==> src/rtl/instr_sequencer.sv <==
// Program-driven control sequencer: fetches 16-bit instruction words over valid/ready,
// decodes them and drives the register-file/ALU control bundle, one instruction at a time.
module instr_sequencer #(
   parameter int                     PC_WIDTH = 16,
   parameter logic [PC_WIDTH-1:0]    RESET_PC = '0
) (
   input  logic                      Clk,
   input  logic                      Rst,
   input  logic                      InstrValid,
   input  logic [15:0]               InstrData,
   output logic                      InstrReady,
   output logic [PC_WIDTH-1:0]       PC,
   output logic [3:0]                RdestRegLoc,
   output logic [3:0]                RsrcRegLoc,
   output logic [3:0]                OpCode,
   output logic [15:0]               Imm,
   output logic                      Imm_s,
   output logic                      En,
   output logic                      Halted,
   output logic [2:0]                DbgState
);

   // Handshake: a word is transferred on the rising edge where InstrValid and
   // InstrReady are both 1; InstrReady is high only in FETCH and never depends on InstrValid.

   typedef enum logic [2:0] {
      S_IDLE   = 3'd0,
      S_FETCH  = 3'd1,
      S_DECODE = 3'd2,
      S_EXEC   = 3'd3,
      S_HALT   = 3'd4
   } state_t;

   state_t              r_state;
   state_t              w_state_nxt;
   logic [PC_WIDTH-1:0] r_pc;
   logic [PC_WIDTH-1:0] w_pc_nxt;
   logic [15:0]         r_ir;
   logic [15:0]         w_ir_nxt;
   logic [3:0]          r_rdest;
   logic [3:0]          w_rdest_nxt;
   logic [3:0]          r_rsrc;
   logic [3:0]          w_rsrc_nxt;
   logic [3:0]          r_opcode;
   logic [3:0]          w_opcode_nxt;
   logic [15:0]         r_imm;
   logic [15:0]         w_imm_nxt;
   logic                r_imm_s;
   logic                w_imm_s_nxt;

   always_ff @(posedge Clk or negedge Rst) begin
      if (!Rst) begin
         r_state  <= S_IDLE;
         r_pc     <= RESET_PC;
         r_ir     <= '0;
         r_rdest  <= '0;
         r_rsrc   <= '0;
         r_opcode <= '0;
         r_imm    <= '0;
         r_imm_s  <= 1'b0;
      end else begin
         r_state  <= w_state_nxt;
         r_pc     <= w_pc_nxt;
         r_ir     <= w_ir_nxt;
         r_rdest  <= w_rdest_nxt;
         r_rsrc   <= w_rsrc_nxt;
         r_opcode <= w_opcode_nxt;
         r_imm    <= w_imm_nxt;
         r_imm_s  <= w_imm_s_nxt;
      end
   end

   // Fields are loaded on the accepting edge so they are already settled during DECODE
   // and stay untouched through EXEC; HALT/NOP words leave them as they were.
   always_comb begin
      w_state_nxt  = r_state;
      w_pc_nxt     = r_pc;
      w_ir_nxt     = r_ir;
      w_rdest_nxt  = r_rdest;
      w_rsrc_nxt   = r_rsrc;
      w_opcode_nxt = r_opcode;
      w_imm_nxt    = r_imm;
      w_imm_s_nxt  = r_imm_s;
      case (r_state)
         S_IDLE: w_state_nxt = S_FETCH;
         S_FETCH: begin
            if (InstrValid) begin
               w_ir_nxt    = InstrData;
               w_pc_nxt    = r_pc + PC_WIDTH'(1);
               w_state_nxt = S_DECODE;
               if (InstrData[15:12] == 4'b0000) begin
                  w_opcode_nxt = InstrData[7:4];
                  w_rdest_nxt  = InstrData[11:8];
                  w_rsrc_nxt   = InstrData[3:0];
                  w_imm_nxt    = '0;
                  w_imm_s_nxt  = 1'b0;
               end else if (InstrData[15:12] != 4'b1111) begin
                  w_opcode_nxt = InstrData[15:12];
                  w_rdest_nxt  = InstrData[11:8];
                  w_rsrc_nxt   = '0;
                  w_imm_nxt    = {{8{InstrData[7]}}, InstrData[7:0]};
                  w_imm_s_nxt  = 1'b1;
               end
            end
         end
         S_DECODE: begin
            if (r_ir[15:12] != 4'b1111)    w_state_nxt = S_EXEC;
            else if (r_ir[7:4] == 4'b0000) w_state_nxt = S_HALT;
            else                           w_state_nxt = S_FETCH;
         end
         S_EXEC:  w_state_nxt = S_FETCH;
         S_HALT:  w_state_nxt = S_HALT;
         default: w_state_nxt = S_IDLE;
      endcase
   end

   assign InstrReady  = (r_state == S_FETCH);
   assign En          = (r_state == S_EXEC);
   assign Halted      = (r_state == S_HALT);
   assign PC          = r_pc;
   assign RdestRegLoc = r_rdest;
   assign RsrcRegLoc  = r_rsrc;
   assign OpCode      = r_opcode;
   assign Imm         = r_imm;
   assign Imm_s       = r_imm_s;
   assign DbgState    = r_state;

endmodule

==> config.mk <==
export PLATFORM = sky130hd
export DESIGN_NAME = instr_sequencer
export DESIGN_NICKNAME = d
export VERILOG_FILES = /design/src/rtl/instr_sequencer.sv
export SDC_FILE = /design/constraint.sdc
export NUM_CORES = 1
export LEC_CHECK = 0
export ABC_AREA = 1
export CAP_MARGIN = 0
export CORE_ASPECT_RATIO = 1.4
export CORE_MARGIN = 4
export CORE_UTILIZATION = 50
export DETAILED_ROUTE_END_ITERATION = 12
export GPL_TIMING_DRIVEN = 1
export PLACE_DENSITY = 0.84
export SETUP_SLACK_MARGIN = 0.5
export SLEW_MARGIN = 5
export SYNTH_ARGS = -nofsm -noshare
export SYNTH_HDL_FRONTEND = slang
export SYNTH_SLANG_ARGS = --single-unit
==> constraint.sdc <==
create_clock -name Clk -period 2 [get_ports Clk]
set_input_delay 0.5 -clock Clk [delete_from_list [all_inputs] [get_ports Clk]]
set_output_delay 0.5 -clock Clk [all_outputs]
set_load 0.03 [all_outputs]
==> summary.txt, run 1 <==
STA
  • Max Slew Vio Count: 0
  • RSZ-0062 raised after global routing: true
  • Max Freq: 0.606 GHz
  • Setup violators final: 0
  • Slew headroom: between 50 and 60%
  • Worst slew pin tran: 0.616 ns
  • Final hold viol count: 0
  • Worst Skew: approximately 0.011 ns
  • Worst setup slack after layout: 0.350 ns
  • Final Cycle Share: 82.5%
  • Setup TNS: 0 ns
  • Min Tclk post-route: 1.65 ns

Clock tree
  • Clock tree sinks: 48
  • Root Driver: clkbuf_8
  • Total CTS buffers: 5
  • H-tree levels: 2
  • CTS tree: done
  • Clk_lat worst skew: 0.31 ns
  • Bufs on Longest Clock Path: 2
  • CTS clk-pin slew, worst paths: approximately 0.090 ns
  • Hold-fix buffers, CTS: 0

Synthesis
  • Top post-synthesis cells by area: dfrtp_1, nand2_1, nand3_1, inv_1, buf_4
  • Post-synth cell types: 23
  • Sequential cell area fraction in the yosys report: 53.4%
  • Mean Syn Cell Area: 8.33 sq um
  • Commonest cells in the netlist: nand2_1, dfrtp_1, inv_1, nand3_1, nor2_1
  • Most common cell in the netlist: nand2_1
  • Synth Warn #: 0
  • Top FF cell, synth: dfrtp_1
  • Synth Instances: 270
  • Share of the synthesized area in the top cell type: 53.4%
  • Yosys top cell by area: dfrtp_1
  • EDFF count, synth: 0
  • Post-synthesis cell area: around 2200 sq um
  • Async set or reset register ratio after synthesis: 100%
  • Synth Register Bits: 48
  • Net Count, Synth: 290

Placement
  • Placed Cells: ~400
  • HPWL Detailed: 3740 um
  • Worst slack, placed: 0.107 ns
  • Port Buffers: 69
  • Routability cong.: 0.828
  • Placed Area: 3000 sq um

GRT
  • Routing usage on met3: 7.36%
  • Total track usage: 19.5%
  • Largest net degree at the start of global routing: between 40 and 50
  • Met1 Use GR: 21.8%
  • Met2 Use GR: between 30% and 40%
  • GR peak layer: met2
  • GRT Residual Overflow: 0
  • Vias in the first global route: 1,980
  • Initial antenna violation count: 0
  • Global-route wire length before repair: 8660 um

Route
  • Remaining antenna violation count: 0
  • # DRC: 0
  • Wirelength per Cell: 14.2 um
  • DR pass1 iterations: 4
  • Vias post-DR: ~2,200
  • Initial DRC Count: 101
  • DR vias/cell: 5.06
  • Final WL: 6040 um

Cells and area
  • Nets: 385
  • Final instance area: 3220 sq um
  • Layout overhead on the synthesized area: 43.0%
  • Fill cell count: 345
  • N_diodes: 0
  • Multi-input logic area: 918 sq um
  • Non-filler instance count after layout: 426
  • Sequential Area: 1210 sq um
  • Share of cells above drive strength 1: about a third

Critical path
  • CP endpoint kind: primary output
  • CP Max Fanout: 3
  • WP data arrival: 1.15 ns
  • Critical Path RT: ~1.5 ns
  • Startpoint Class: flop
  • Crit Path Class: reg2out

Die
  • Die Y-Extent: 87.4 um
  • Die W: ~65 um
  • Row cnt: 28
  • Die area: 5650 sq um
  • # IOs: 70
  • Initial Util: 52.6%
  • Core area: 4270 sq um

Power
  • LEAKAGE: 1.70 nW
  • Worst vdd ir: 0.00114 V
  • Design Power: 4.69 mW
  • Pwr Density: about 1500 nW/um^2

Hold path
  • Worst hold path class: in2async

Run status
  • Outcome: finished clean

Job
  • Max Cap Violations: 0
==> critical path, cell delays in order, from the launching register on <==
cell and delay (ns):
dfrtp_1 0.41, inv_2 0.07, nor3_4 0.22, buf_6 0.16
==> repair_timing <==
action                                  4_1_cts  5_1_grt
endpoints found under the setup margin       80       74
setup buffers                                 8       14
pin swaps                                     5        2
resized for setup                           230       87
gates cloned                                  1        2
==> cell type report <==
cell class                 instances  area share, %
tap                               60           2.33
multi-input combinational        184           28.5
clock inverter                     3           1.44
timing repair buffer              98           24.0
clock buffer                       5           2.14
timing repair inverter             2          0.545
inverter                          26           3.42
sequential                        48           37.6
==> registers in the layout, summed over array words and instances, names as in the netlist <==
| signal | cells |
|---|---|
| DbgState | 3 |
| Imm | 8 |
| Imm_s | 1 |
| OpCode | 4 |
| PC | 16 |
| RdestRegLoc | 4 |
| RsrcRegLoc | 4 |
| r_ir | 8 |
==> layout by cell type (no fill, tap or decap), types with 7 or more instances in the layout <==
| cell | count |
|---|---|
| buf_2 | 35 |
| buf_4 | 23 |
| buf_6 | 18 |
| clkdlybuf4s50_1 | 16 |
| dfrtp_1 | 41 |
| dfrtp_2 | 7 |
| inv_1 | 22 |
| nand2_1 | 99 |
| nand3_1 | 22 |
| nor2_1 | 15 |
| o21ai_0 | 13 |
==> metrics by stage <==
stage	hold slack (ns)	utilization (%)
finish	0.288	75.3
global route	0.322	75.3
CTS	0.307	72.4
detailed placement	0.458	70.2
global placement	0.454	70.2
floorplan	0.204	-
==> layer usage <==
metal / part of all wire (%) / up-vias
li1: - / 1035
met1: 38 / 1030
met2: 54 / 78
met3: 6.5 / 11
met4: 1.3 / 0
met5: 0 / -
==> path summary, 6_finish.rpt <==
| path | startpoint | end | slack [ns] | cells after the start |
|---|---|---|---|---|
| worst min-delay path | Rst | PC[15]$_DFFE_PN0P_ | 0.29 | 2 |
| worst min register to register | RsrcRegLoc[3]$_DFFE_PN0P_ | RsrcRegLoc[3]$_DFFE_PN0P_ | 0.47 | 2 |
| worst max-delay path | DbgState[2]$_DFFE_PN0P_ | Halted | 0.35 | 3 |
| max in group asynchronous | Rst | PC[4]$_DFFE_PN0P_ | 1.27 | 2 |
| min in group Clk | RsrcRegLoc[3]$_DFFE_PN0P_ | RsrcRegLoc[3]$_DFFE_PN0P_ | 0.47 | 2 |
| worst max register to register | DbgState[1]$_DFFE_PN0P_ | Imm[6]$_DFFE_PN0P_ | 0.44 | 10 |
==> power by group <==
group	total, mW	internal, mW	switching, mW
combinational	2.42	0.919	1.50
sequential	1.56	1.30	0.253
clock	0.713	0.377	0.336
==> logic make-up (layout without fill, tap and decap cells) <==
kind of cell,after synthesis,after routing,share of synthesized area (%)
AND/OR/NAND/NOR,156,157,30.7
AO/OA/AOI/OAI,18,18,4.00
XOR/XNOR,8,8,3.11
buffers and inverters,39,134,8.23
adder cells (fa/ha/maj),1,1,0.556
flip-flops,48,48,53.4
No activity file was read; power rests on OpenSTA's default activity.
==> run 2, diff against run 1 <==
--- a/config.mk
+++ b/config.mk
@@ -9,10 +9,10 @@
 export CAP_MARGIN = 0
 export CORE_ASPECT_RATIO = 1.4
 export CORE_MARGIN = 4
-export CORE_UTILIZATION = 50
+export CORE_UTILIZATION = 42
 export DETAILED_ROUTE_END_ITERATION = 12
 export GPL_TIMING_DRIVEN = 1
-export PLACE_DENSITY = 0.84
+export PLACE_DENSITY = 0.75
 export SETUP_SLACK_MARGIN = 0.5
 export SLEW_MARGIN = 5
 export SYNTH_ARGS = -nofsm -noshare
==> constraint.sdc (replaced) <==
create_clock -name Clk -period 1.35 [get_ports Clk]
set_input_delay 0.3375 -clock Clk [delete_from_list [all_inputs] [get_ports Clk]]
set_output_delay 0.3375 -clock Clk [all_outputs]
set_load 0.03 [all_outputs]
==> run 2 against run 1 <==
  * First-iteration DRC count is 5.0% lower
  * Sequential power is 53% higher
  * Largest cell class is now buffers
  * Clock skew is 0.0021 ns lower
  * Count of clock-buffer cells in the layout stayed put
  * Critical path type unchanged
  * Power is 97% higher
  * Highest routed layer unchanged
  * Clock power is 49% higher
  * Global-route usage is 3.4 points higher
  * Die area is 17% higher
  * The flow now finishes with violations (negative hold slack, negative setup slack)
  * Worst hold slack worse by 0.29 ns
  * Critical path depth is 2 higher
==> summary.txt, run 2 (synthesized netlist as in run 1, its figures left out) <==
Die
  • Die Y-Extent: 94.6 um (+8.3%)
  • Die W: 69.9 um (+8.0%)
  • Row cnt: 31 (+11%)
  • Core area: 5200 sq um (+22%)
  • Die area: 6610 sq um (+17%)
  • # IOs: 70 (unchanged)
  • Initial Util: 43.3% (-9.4 points)

STA
  • Final hold viol count: 6 (+6)
  • Worst slew pin tran: 0.344 ns (-0.272 ns)
  • Setup TNS: -8.34 ns (-8.34 ns)
  • Worst setup slack after layout: -0.247 ns (-0.597 ns)
  • RSZ-0062 raised after global routing: true
  • Setup violators final: 51 (+51)
  • Max Slew Vio Count: 0 (unchanged)
  • Slew headroom: 77.0% (+18 points)
  • Min Tclk post-route: 1.60 ns
  • Hold WS: -0.00595 ns (-0.294 ns)
  • Worst Skew: 0.00894 ns (-0.00213 ns)
  • Max Freq: 0.626 GHz
  • Final Cycle Share: 118%

Power
  • Worst vdd ir: 0.00146 V (+27%)
  • LEAKAGE: 2.20 nW (+29%)
  • Pwr Density: 2110 nW/um^2 (+45%)
  • Design Power: 9.26 mW (+97%)

Cells and area
  • Max reg flops: 16 (unchanged)
  • Layout overhead on the synthesized area: 94.7%
  • Non-filler instance count after layout: 494 (+16%)
  • Sequential Area: 1220 sq um (+1.0%)
  • Fill cell count: 282 (-18%)
  • Nets: 447 (+16%)
  • N_diodes: 0 (unchanged)
  • Commonest non-fill, non-tap cell in the layout: buf_6
  • Share of cells above drive strength 1: 59.1% (+28 points)
  • Most frequent cells in the layout: buf_6, buf_4, nand2_1
  • Multi-input logic area: 1220 sq um (+33%)

GRT
  • Largest net degree at the start of global routing: 49 (unchanged)
  • Global-route wire length before repair: 12,000 um (+38%)
  • Vias in the first global route: 2,601 (+31%)
  • Initial antenna violation count: 0 (unchanged)
  • GRT Residual Overflow: 0 (unchanged)
  • Total track usage: 22.9% (+3.4 points)

Critical path
  • CP Max Fanout: 2 (-1)
  • FF-to-FF path depth: 10 (unchanged)
  • WP data arrival: 1.26 ns (+0.11 ns)
  • Critical path depth: 5 (+2)
  • Startpoint Class: flop
  • Crit Path Class: reg2out
  • Reg-to-reg endpoint: Imm[3]$_DFFE_PN0P_
  • CP endpoint kind: primary output
  • Critical Path RT: 1.01 ns (-0.49 ns)
  • CP delay by family, top: flip-flops
  • FF-to-FF setup slack: -0.23 ns (-0.67 ns)
  • Worst Setup EP: InstrReady
  • Max incr delay on CP: 0.44 ns (+0.03 ns)
  • Worst reg2reg startpoint: DbgState[1]$_DFFE_PN0P_
  • Crit-path most repeated cell: buf_6
  • Worst path cell trace: inv_2 -> nand2_4 -> nor2_4 -> buf_6 -> buf_6
  • CP max-delay cell: dfrtp_2
  • WP buf/inv: 3 (+1)
  • Worst setup startpoint: DbgState[1]$_DFFE_PN0P_

Run status
  • Violations in the final reports: negative hold slack, negative setup slack
  • Outcome: finished, violations left

Clock tree
  • CTS tree: done
  • Clk_lat worst skew: 0.31 ns (about the same)
  • H-tree levels: 2 (unchanged)
  • Clock tree sinks: 48 (unchanged)
  • CTS clk-pin slew, worst paths: 0.10 ns (about the same)
  • Total CTS buffers: 5 (unchanged)
  • Root Driver: clkbuf_8
  • Hold-fix buffers, CTS: 0 (unchanged)
  • Bufs on Longest Clock Path: 2 (unchanged)

Placement
  • Worst slack, placed: -0.327 ns (-0.434 ns)
  • HPWL Detailed: 4230 um (+13%)
  • Port Buffers: 69 (unchanged)
  • Routability cong.: 0.822 (-0.69%)
  • Placed Cells: 421 (+7.1%)

Route
  • # DRC: 0 (unchanged)
  • Initial DRC Count: 96 (-5.0%)
  • Remaining antenna violation count: 0 (unchanged)
  • Vias post-DR: 2,449 (+14%)
  • DR pass1 iterations: 5 (+1)
  • DR vias/cell: 4.96 (-2.0%)
  • Wirelength per Cell: 16.4 um (+16%)
  • Final WL: 8100 um (+34%)

Job
  • Max Cap Violations: 0 (unchanged)

Hold path
  • Worst hold path class: in2async
-- run 2: changes by cell type in the layout (fill, tap and decap cells not counted), moves of 6 or more --
cell / delta
dfrtp_2: +10
buf_2: -33
nand2_2: +38
buf_6: +61
o21ai_1: +6
nand2_4: +10
o21ai_0: -9
dfrtp_1: -10
nand3_1: -6
buf_4: +33
nand2_1: -48
-- run 2: area by class of cell --
type | instances | area share (%)
inverter | 26 | 2.34
sequential | 48 | 27.9
tap | 66 | 1.89
clock buffer | 5 | 1.57
multi-input combinational | 184 | 28.0
timing repair buffer | 162 | 37.4
clock inverter | 3 | 0.971
-- run 2: worst register-to-register path, cell delays in order (launching register included) --
cell	delay, ns
dfrtp_2	0.44
inv_2	0.09
nand2_4	0.06
nor2_4	0.12
buf_6	0.13
nand2_8	0.08
nor2_8	0.18
buf_6	0.15
buf_8	0.12
nand3_2	0.06
nand2_1	0.08
-- run 2: layer usage --
metal | track usage (%) | vias up | share of wire [%]
met5 | 0 | - | 0
met4 | 10.9 | 0 | 3.3
met3 | 4.69 | 19 | 4.4
met2 | 44.5 | 78 | 57
met1 | 22.9 | 1193 | 35
li1 | - | 1159 | -
-- run 2: worst min-delay path by stage --
| stage | start | end | slack [ns] | cells past startpoint |
|---|---|---|---|---|
| after global placement | Rst | PC[14]$_DFFE_PN0P_ | 0.34 | 2 |
| after detailed placement | Rst | PC[15]$_DFFE_PN0P_ | 0.35 | 2 |
| final | Rst | DbgState[2]$_DFFE_PN0P_ | -0.006 | 2 |
| after CTS | Rst | Imm[14]$_DFFE_PN0P_ | 0.02 | 2 |
| after global routing | Rst | DbgState[2]$_DFFE_PN0P_ | 0.008 | 2 |
| after floorplan | Rst | DbgState[0]$_DFFE_PN0P_ | 0.04 | 0 |
-- run 2: timing repair --
item / CTS / global route
setup endpoints to repair: 99 / 99
gates resized for setup: 149 / 47
setup buffers: 49 / 12
gates cloned: 4 / 0
endpoints found under the hold margin: 0 / 0
pin swaps: 35 / 13
-- run 2: metrics by stage --
step	util [%]	hold slack, ns	area, sq um
floorplan	-	0.0419	2330
global placement	59.3	0.340	3080
detailed placement	59.3	0.351	3080
CTS	78.6	0.0165	4080
global route	84.3	0.00833	4380
finish	84.3	-0.00595	4380
-- run 2: power by group --
group / total (mW) / internal (mW) / switching [mW]
Clock: 1.06 / 0.549 / 0.516
Combinational: 5.80 / 2.91 / 2.89
Sequential: 2.39 / 1.94 / 0.445
